**src/rtl/cnn_stream_pkg.sv**
```systemverilog
// Shared definitions for pixel-stream sources and sinks: stream FSM states,
// default frame geometry and counter width helper.
package cnn_stream_pkg;

    typedef enum logic [1:0] {
        ST_IDLE,
        ST_READ,
        ST_DRAIN,
        ST_DONE
    } stream_state_e;

    localparam int unsigned ROW_SIZE_DEF    = 5;
    localparam int unsigned COLUMN_SIZE_DEF = 5;
    localparam int unsigned N               = ROW_SIZE_DEF * COLUMN_SIZE_DEF;

    // Counter width for values 0..n-1; at least one bit so 1-wide frames still elaborate.
    function automatic int unsigned cnt_width(input int unsigned n);
        return (n > 1) ? $clog2(n) : 1;
    endfunction

endpackage

```
**src/rtl/raster_counter.sv**
```systemverilog
// Raster-order col/row/index counters with enable, synchronous clear and
// end-of-row / end-of-frame wrap flags.
module raster_counter
    import cnn_stream_pkg::*;
#(
    parameter int unsigned COLS = 5,
    parameter int unsigned ROWS = 5
) (
    input  logic                                 clk_i,
    input  logic                                 rst_i,
    input  logic                                 clear_i,
    input  logic                                 en_i,
    output logic [cnt_width(COLS*ROWS)-1:0]      idx_o,
    output logic                                 col_last_o,
    output logic                                 frame_last_o
);

    localparam int unsigned CW = cnt_width(COLS);
    localparam int unsigned RW = cnt_width(ROWS);
    localparam int unsigned IW = cnt_width(COLS * ROWS);

    logic [CW-1:0] col_q, col_d;
    logic [RW-1:0] row_q, row_d;
    logic [IW-1:0] idx_q, idx_d;
    logic          row_last;

    assign col_last_o   = (col_q == CW'(COLS - 1));
    assign row_last     = (row_q == RW'(ROWS - 1));
    assign frame_last_o = col_last_o && row_last;
    assign idx_o        = idx_q;

    always_comb begin
        col_d = col_q;
        row_d = row_q;
        idx_d = idx_q;
        if (clear_i) begin
            col_d = '0;
            row_d = '0;
            idx_d = '0;
        end else if (en_i) begin
            if (col_last_o) begin
                col_d = '0;
                row_d = row_last ? '0 : row_q + RW'(1);
            end else begin
                col_d = col_q + CW'(1);
            end
            idx_d = frame_last_o ? '0 : idx_q + IW'(1);
        end
    end

    always_ff @(posedge clk_i or posedge rst_i) begin
        if (rst_i) begin
            col_q <= '0;
            row_q <= '0;
            idx_q <= '0;
        end else begin
            col_q <= col_d;
            row_q <= row_d;
            idx_q <= idx_d;
        end
    end

endmodule

```
**src/rtl/image_streamer.sv**
```systemverilog
// Frame-read transmitter: fetches a ROW_SIZE x COLUMN_SIZE frame from a
// synchronous-read memory and emits it as a raster-order pixel stream.
module image_streamer
    import cnn_stream_pkg::*;
#(
    parameter int unsigned DATA_SIZE   = 8,
    parameter int unsigned ROW_SIZE    = ROW_SIZE_DEF,
    parameter int unsigned COLUMN_SIZE = COLUMN_SIZE_DEF,
    parameter int unsigned ADDR_WIDTH  = 16
) (
    input  logic                  clock,
    input  logic                  reset,
    input  logic                  start,
    input  logic [ADDR_WIDTH-1:0] base_addr,
    input  logic                  pause,
    output logic                  mem_rd_en,
    output logic [ADDR_WIDTH-1:0] mem_addr,
    input  logic [DATA_SIZE-1:0]  mem_rd_data,
    output logic [DATA_SIZE-1:0]  data_out,
    output logic                  data_out_valid,
    output logic                  row_last,
    output logic                  frame_last,
    output logic                  busy,
    output logic                  done
);

    localparam int unsigned IW = cnt_width(ROW_SIZE * COLUMN_SIZE);

    stream_state_e         state_q;
    logic [ADDR_WIDTH-1:0] base_q;
    logic                  busy_q;
    logic                  done_q;
    logic                  vld_q;
    logic                  rl_q;
    logic                  fl_q;
    logic [DATA_SIZE-1:0]  hold_q;

    logic [IW-1:0]         idx;
    logic                  col_last;
    logic                  pix_last;
    logic                  rd_en;
    logic                  accept;

    assign accept = (state_q == ST_IDLE) && start;
    assign rd_en  = (state_q == ST_READ) && !pause;

    raster_counter #(
        .COLS (ROW_SIZE),
        .ROWS (COLUMN_SIZE)
    ) u_raster (
        .clk_i        (clock),
        .rst_i        (reset),
        .clear_i      (accept),
        .en_i         (rd_en),
        .idx_o        (idx),
        .col_last_o   (col_last),
        .frame_last_o (pix_last)
    );

    // The read strobe follows pause in the same cycle so a paused cycle issues nothing.
    assign mem_rd_en      = rd_en;
    assign mem_addr       = base_q + ADDR_WIDTH'(idx);
    assign data_out       = vld_q ? mem_rd_data : hold_q;
    assign data_out_valid = vld_q;
    assign row_last       = rl_q;
    assign frame_last     = fl_q;
    assign busy           = busy_q;
    assign done           = done_q;

    always_ff @(posedge clock or posedge reset) begin
        if (reset) begin
            state_q <= ST_IDLE;
            base_q  <= '0;
            busy_q  <= 1'b0;
            done_q  <= 1'b0;
            vld_q   <= 1'b0;
            rl_q    <= 1'b0;
            fl_q    <= 1'b0;
            hold_q  <= '0;
        end else begin
            vld_q  <= rd_en;
            rl_q   <= rd_en && col_last;
            fl_q   <= rd_en && pix_last;
            done_q <= 1'b0;
            if (vld_q) begin
                hold_q <= mem_rd_data;
            end
            case (state_q)
                ST_IDLE: begin
                    if (start) begin
                        base_q  <= base_addr;
                        busy_q  <= 1'b1;
                        state_q <= ST_READ;
                    end
                end
                ST_READ: begin
                    if (rd_en && pix_last) begin
                        state_q <= ST_DRAIN;
                    end
                end
                ST_DRAIN: begin
                    done_q  <= 1'b1;
                    state_q <= ST_DONE;
                end
                ST_DONE: begin
                    busy_q  <= 1'b0;
                    state_q <= ST_IDLE;
                end
                default: state_q <= ST_IDLE;
            endcase
        end
    end

endmodule

```
**config.mk**
```make
export PLATFORM = sky130hd
export DESIGN_NAME = image_streamer
export DESIGN_NICKNAME = d
export VERILOG_FILES = /design/src/rtl/cnn_stream_pkg.sv /design/src/rtl/raster_counter.sv /design/src/rtl/image_streamer.sv
export SDC_FILE = /design/constraint.sdc
export NUM_CORES = 1
export LEC_CHECK = 0
export ABC_AREA = 1
export BUFFER_PORTS_ARGS = -buffer_cell sky130_fd_sc_hd__buf_2
export CORE_ASPECT_RATIO = 0.8
export CORE_MARGIN = 2
export CORE_UTILIZATION = 30
export DETAILED_ROUTE_END_ITERATION = 7
export GPL_TIMING_DRIVEN = 0
export SETUP_SLACK_MARGIN = 0.1
export SLEW_MARGIN = 25
export SYNTH_ARGS = -nofsm -noshare
export SYNTH_HDL_FRONTEND = slang
export SYNTH_SLANG_ARGS = --single-unit
export TNS_END_PERCENT = 1
```
**constraint.sdc**
```tcl
create_clock -name clock -period 1.7 [get_ports clock]
set_input_delay 0.255 -clock clock [delete_from_list [all_inputs] [get_ports clock]]
set_output_delay 0.255 -clock clock [all_outputs]
set_load 0.05 [all_outputs]
```
==> flow_summary.toml <==
[pwr]
switching_share_pct = 49.36
ir_drop_uv = 1013
internal-power_uw = 3554
clkPwrFrac_pct = 11.2
comb_power_share_pct = 63.1
sequentialPowerShare_pct = 25.7
powerDensity_nw_per_um2 = 2048
power.switching_uw = 3463
leakagePower_uw = 0.001706
finalPower_uw = 7017

[finish]
area_delta_synth_final_pct = 42.09
final_layout_size_suffix_gt1_share_pct = 36.54
fillers = 796
diodes = 0
nNetsFinal = 407

[worst_setup_path]
max_stage_delay_ns = 0.41
crit_arrival_ns = 1.96
cp_top_family = "simple AND/OR/NAND/NOR gates"
rr_startpoint = "state_q[0]$_DFFE_PP0P_"
ff2ff_setup_slack_ns = 0.24
cp_max_fo = 5
required_ns = 1.44
cp-end-kind = "output pin"
crit_type = "register to output pin"
cp-start-kind = "register"
cp-startpoint = "base_q[0]$_DFFE_PP0P_"
cp_slowest_cell = "dfrtp_1"
cp.buffers_inverters = 1
crit_path_cell_trace = "ha_4, fa_2, nand2_2, nand2_1, nand3b_1, nand2_2, nand2_1, nand2_1, nand2_2, buf_8"

[routing]
wl_mm = 5.532
wl_per_cell_um = 11.72
drc = 0
num_vias = 2029
first_pass_iters = 4
vias_per_cell = 4.299
postRouteAntennaNets = 0
drtIter0Drc = 107

[grt]
grt_antenna_before_repair = 0
grt_overflow = 0
grt_use_total_pct = 13.18
grt_pass1_vias = 1994
grt_pass1_wl_mm = 9.404
grt_max_degree = 26

[cts]
worstSkewPairLatency_ns = 0.30
clockBufferDepth = 2
numCtsBuffers = 5
cts_root_buf = "clkbuf_8"
cts_tree = "built"
clock_sinks = 42
path_clk_slew_ns = 0.08
htreeDepth = 2

[floorplan]
initial_core_util_pct = 30.62
core-area_um2 = 7874
rows = 29
die_area_um2 = 8775
fp.dieW_um = 104.2
die_y_um = 84.19
io_pins = 58

[timing]
max_freq_mhz = 450.7
final.setup.tns_ns = -5.710
clock_skew_ns = 0.006603
slew_headroom_pct = 72.57
whs_ns = 0.1501
tightest_slew_ns = 0.4109
period_needed_ns = 2.219
finalSetupViolations = 15
report.final.slew_viol_count = 0
fin_ws_ns = -0.5190
finalCritPeriodShare_pct = 130.5
hold_viol = 0
grt_setup_unrepaired = "yes"

[outcome]
failed_checks = "setup timing"
status = "finished, violations left"

[hold_path]
hp-start = "base_addr[6]"
hp-class = "input pin to register"

[place]
gp_congestion = 0.7903
place_hpwl_mm = 4.140
io_buffers = 57

[synthesis]
yosysSeqAreaShare_pct = 43.59
synth_edf_count = 0
synth_area_per_cell_um2 = 8.257
synthCells = 292
ys_seq_elements = 42
synth.distinct_cells = 31
async_flop_share_pct = 100.0
synth_fp_nets = 336
yosysWarnings = 0
synth_area_um2 = 2411
synth_top_flop_cell = "dfrtp_1"

[flow_run]
maxCapViolCount = 0
[state kept, by name, summed over array words and instances, names as in the netlist]
name            cells
base_q             16
hold_q              8
u_raster.idx_o      5
u_raster.col_q      3
u_raster.row_q      3
state_q             2
busy                1
data_out_valid      1
done                1
frame_last          1
row_last            1
[cells by family (layout without fill, tap and decap cells)]
group,Yosys count,after routing,synth area share [%]
and+or+nand+nor,161,161,30.93
DFF,42,42,43.59
buffers and inverters,37,109,5.916
AOI/OAI and AO/OA,23,23,5.397
adders and majority gates,16,16,8.614
muxes,8,8,3.737
xor gates and xnor gates,5,5,1.816
[area by class of cell]
cell class | instances | area [um2] | share of cell area [%]
well taps | 108 | 135.1 | 3.944
clock inverters | 3 | 40.04 | 1.169
repair buffers | 64 | 544.3 | 15.89
flip-flops and latches | 42 | 1055 | 30.79
inverters | 33 | 131.4 | 3.835
multi-input cells | 213 | 1420 | 41.45
clock buffers | 5 | 68.82 | 2.009
plain buffers | 4 | 31.28 | 0.9131
[Yosys cell counts, types with 5 or more instances]
cell type / n / area, um2
a21oi_1: 6 / 30.03
dfrtp_1: 42 / 1051
ha_1: 15 / 187.7
nand3_1: 19 / 95.09
mux2_2: 8 / 90.09
nand2_1: 95 / 356.6
nor2_1: 16 / 60.06
nand2_2: 9 / 56.30
xor2_1: 5 / 43.79
inv_1: 31 / 116.4
o21ai_0: 11 / 55.05
nand3b_1: 5 / 37.54
[worst min-delay path, delay by kind of cell]
family	cells	cell delay (ns)
and+or+nand+nor	2	0.08
buffers and inverters	1	0.07
[cell usage in the layout, fill, tap and decap left out, types with 2 or more instances in the layout]
master and instances:
clkinv_2 2, ha_1 8, clkbuf_4 2, buf_8 11, nor2_4 2, mux2_4 8
buf_4 5, a21oi_1 6, nor3_1 2, nand2_4 2, nand3b_1 5, inv_2 5
buf_2 33, dfrtp_1 39, nand3_1 18, nand3_2 2, nor2_2 3, xor2_2 3
nor2_1 14, buf_6 14, o21ai_0 11, nand4_1 3, inv_1 26, clkbuf_8 5
dfrtp_2 3, nand2_1 92, ha_4 7, nand2_2 12
[power groups by stage]
stage | registers (uW) | logic (uW) | clock network (uW)
4_1_cts | 1800 | 4230 | 813
6_report | 1800 | 4430 | 786
2_1_floorplan | 1780 | 2730 | 0
5_1_grt | 1870 | 4740 | 854
3_3_place_gp | 1770 | 3430 | 0
3_5_place_dp | 1770 | 3470 | 0
[routing by layer]
layer / part of all wire, % / GRT usage [%] / wire [um] / vias to the layer above
met5: 0 / 0 / 0 / -
met2: 44 / 19.26 / 2420 / 40
met3: 3.5 / 2.795 / 194 / 6
met4: 1.2 / 3.686 / 67 / 0
li1: - / - / - / 1065
met1: 52 / 19.70 / 2850 / 918
[repair_timing]
item,4_1_cts,5_1_grt
hold endpoints to repair,17,0
gates resized for setup,74,28
setup endpoints to repair,24,48
hold buffers,1,0
pin swaps,4,11
setup buffers,3,2
[through the flow]
stage	setup WS (ns)	utilization, %	instance area [um2]	cells
final	-0.5190	43.51	3426	472
after global routing	-0.6390	43.51	3426	472
after CTS	-0.5490	42.13	3317	470
after detailed placement	-0.4320	36.83	2900	458
after global placement	-0.4058	36.58	2880	457
after floorplan	-0.2408	-	2460	292
[path summary, 6_finish.rpt]
| path | endpoint | cells past startpoint |
|---|---|---|
| max | mem_addr[14] | 10 |
| min | base_q[6]$_DFFE_PP0P_ | 3 |
| max reg2reg | base_q[13]$_DFFE_PP0P_ | 6 |
| min reg2reg | hold_q[6]$_DFF_PP0_ | 1 |
| max in group asynchronous | u_raster.idx_o[1]$_DFFE_PP0P_ | 4 |
| min in group asynchronous | row_last$_DFF_PP0_ | 3 |
Power figures use the tool's default switching activity.
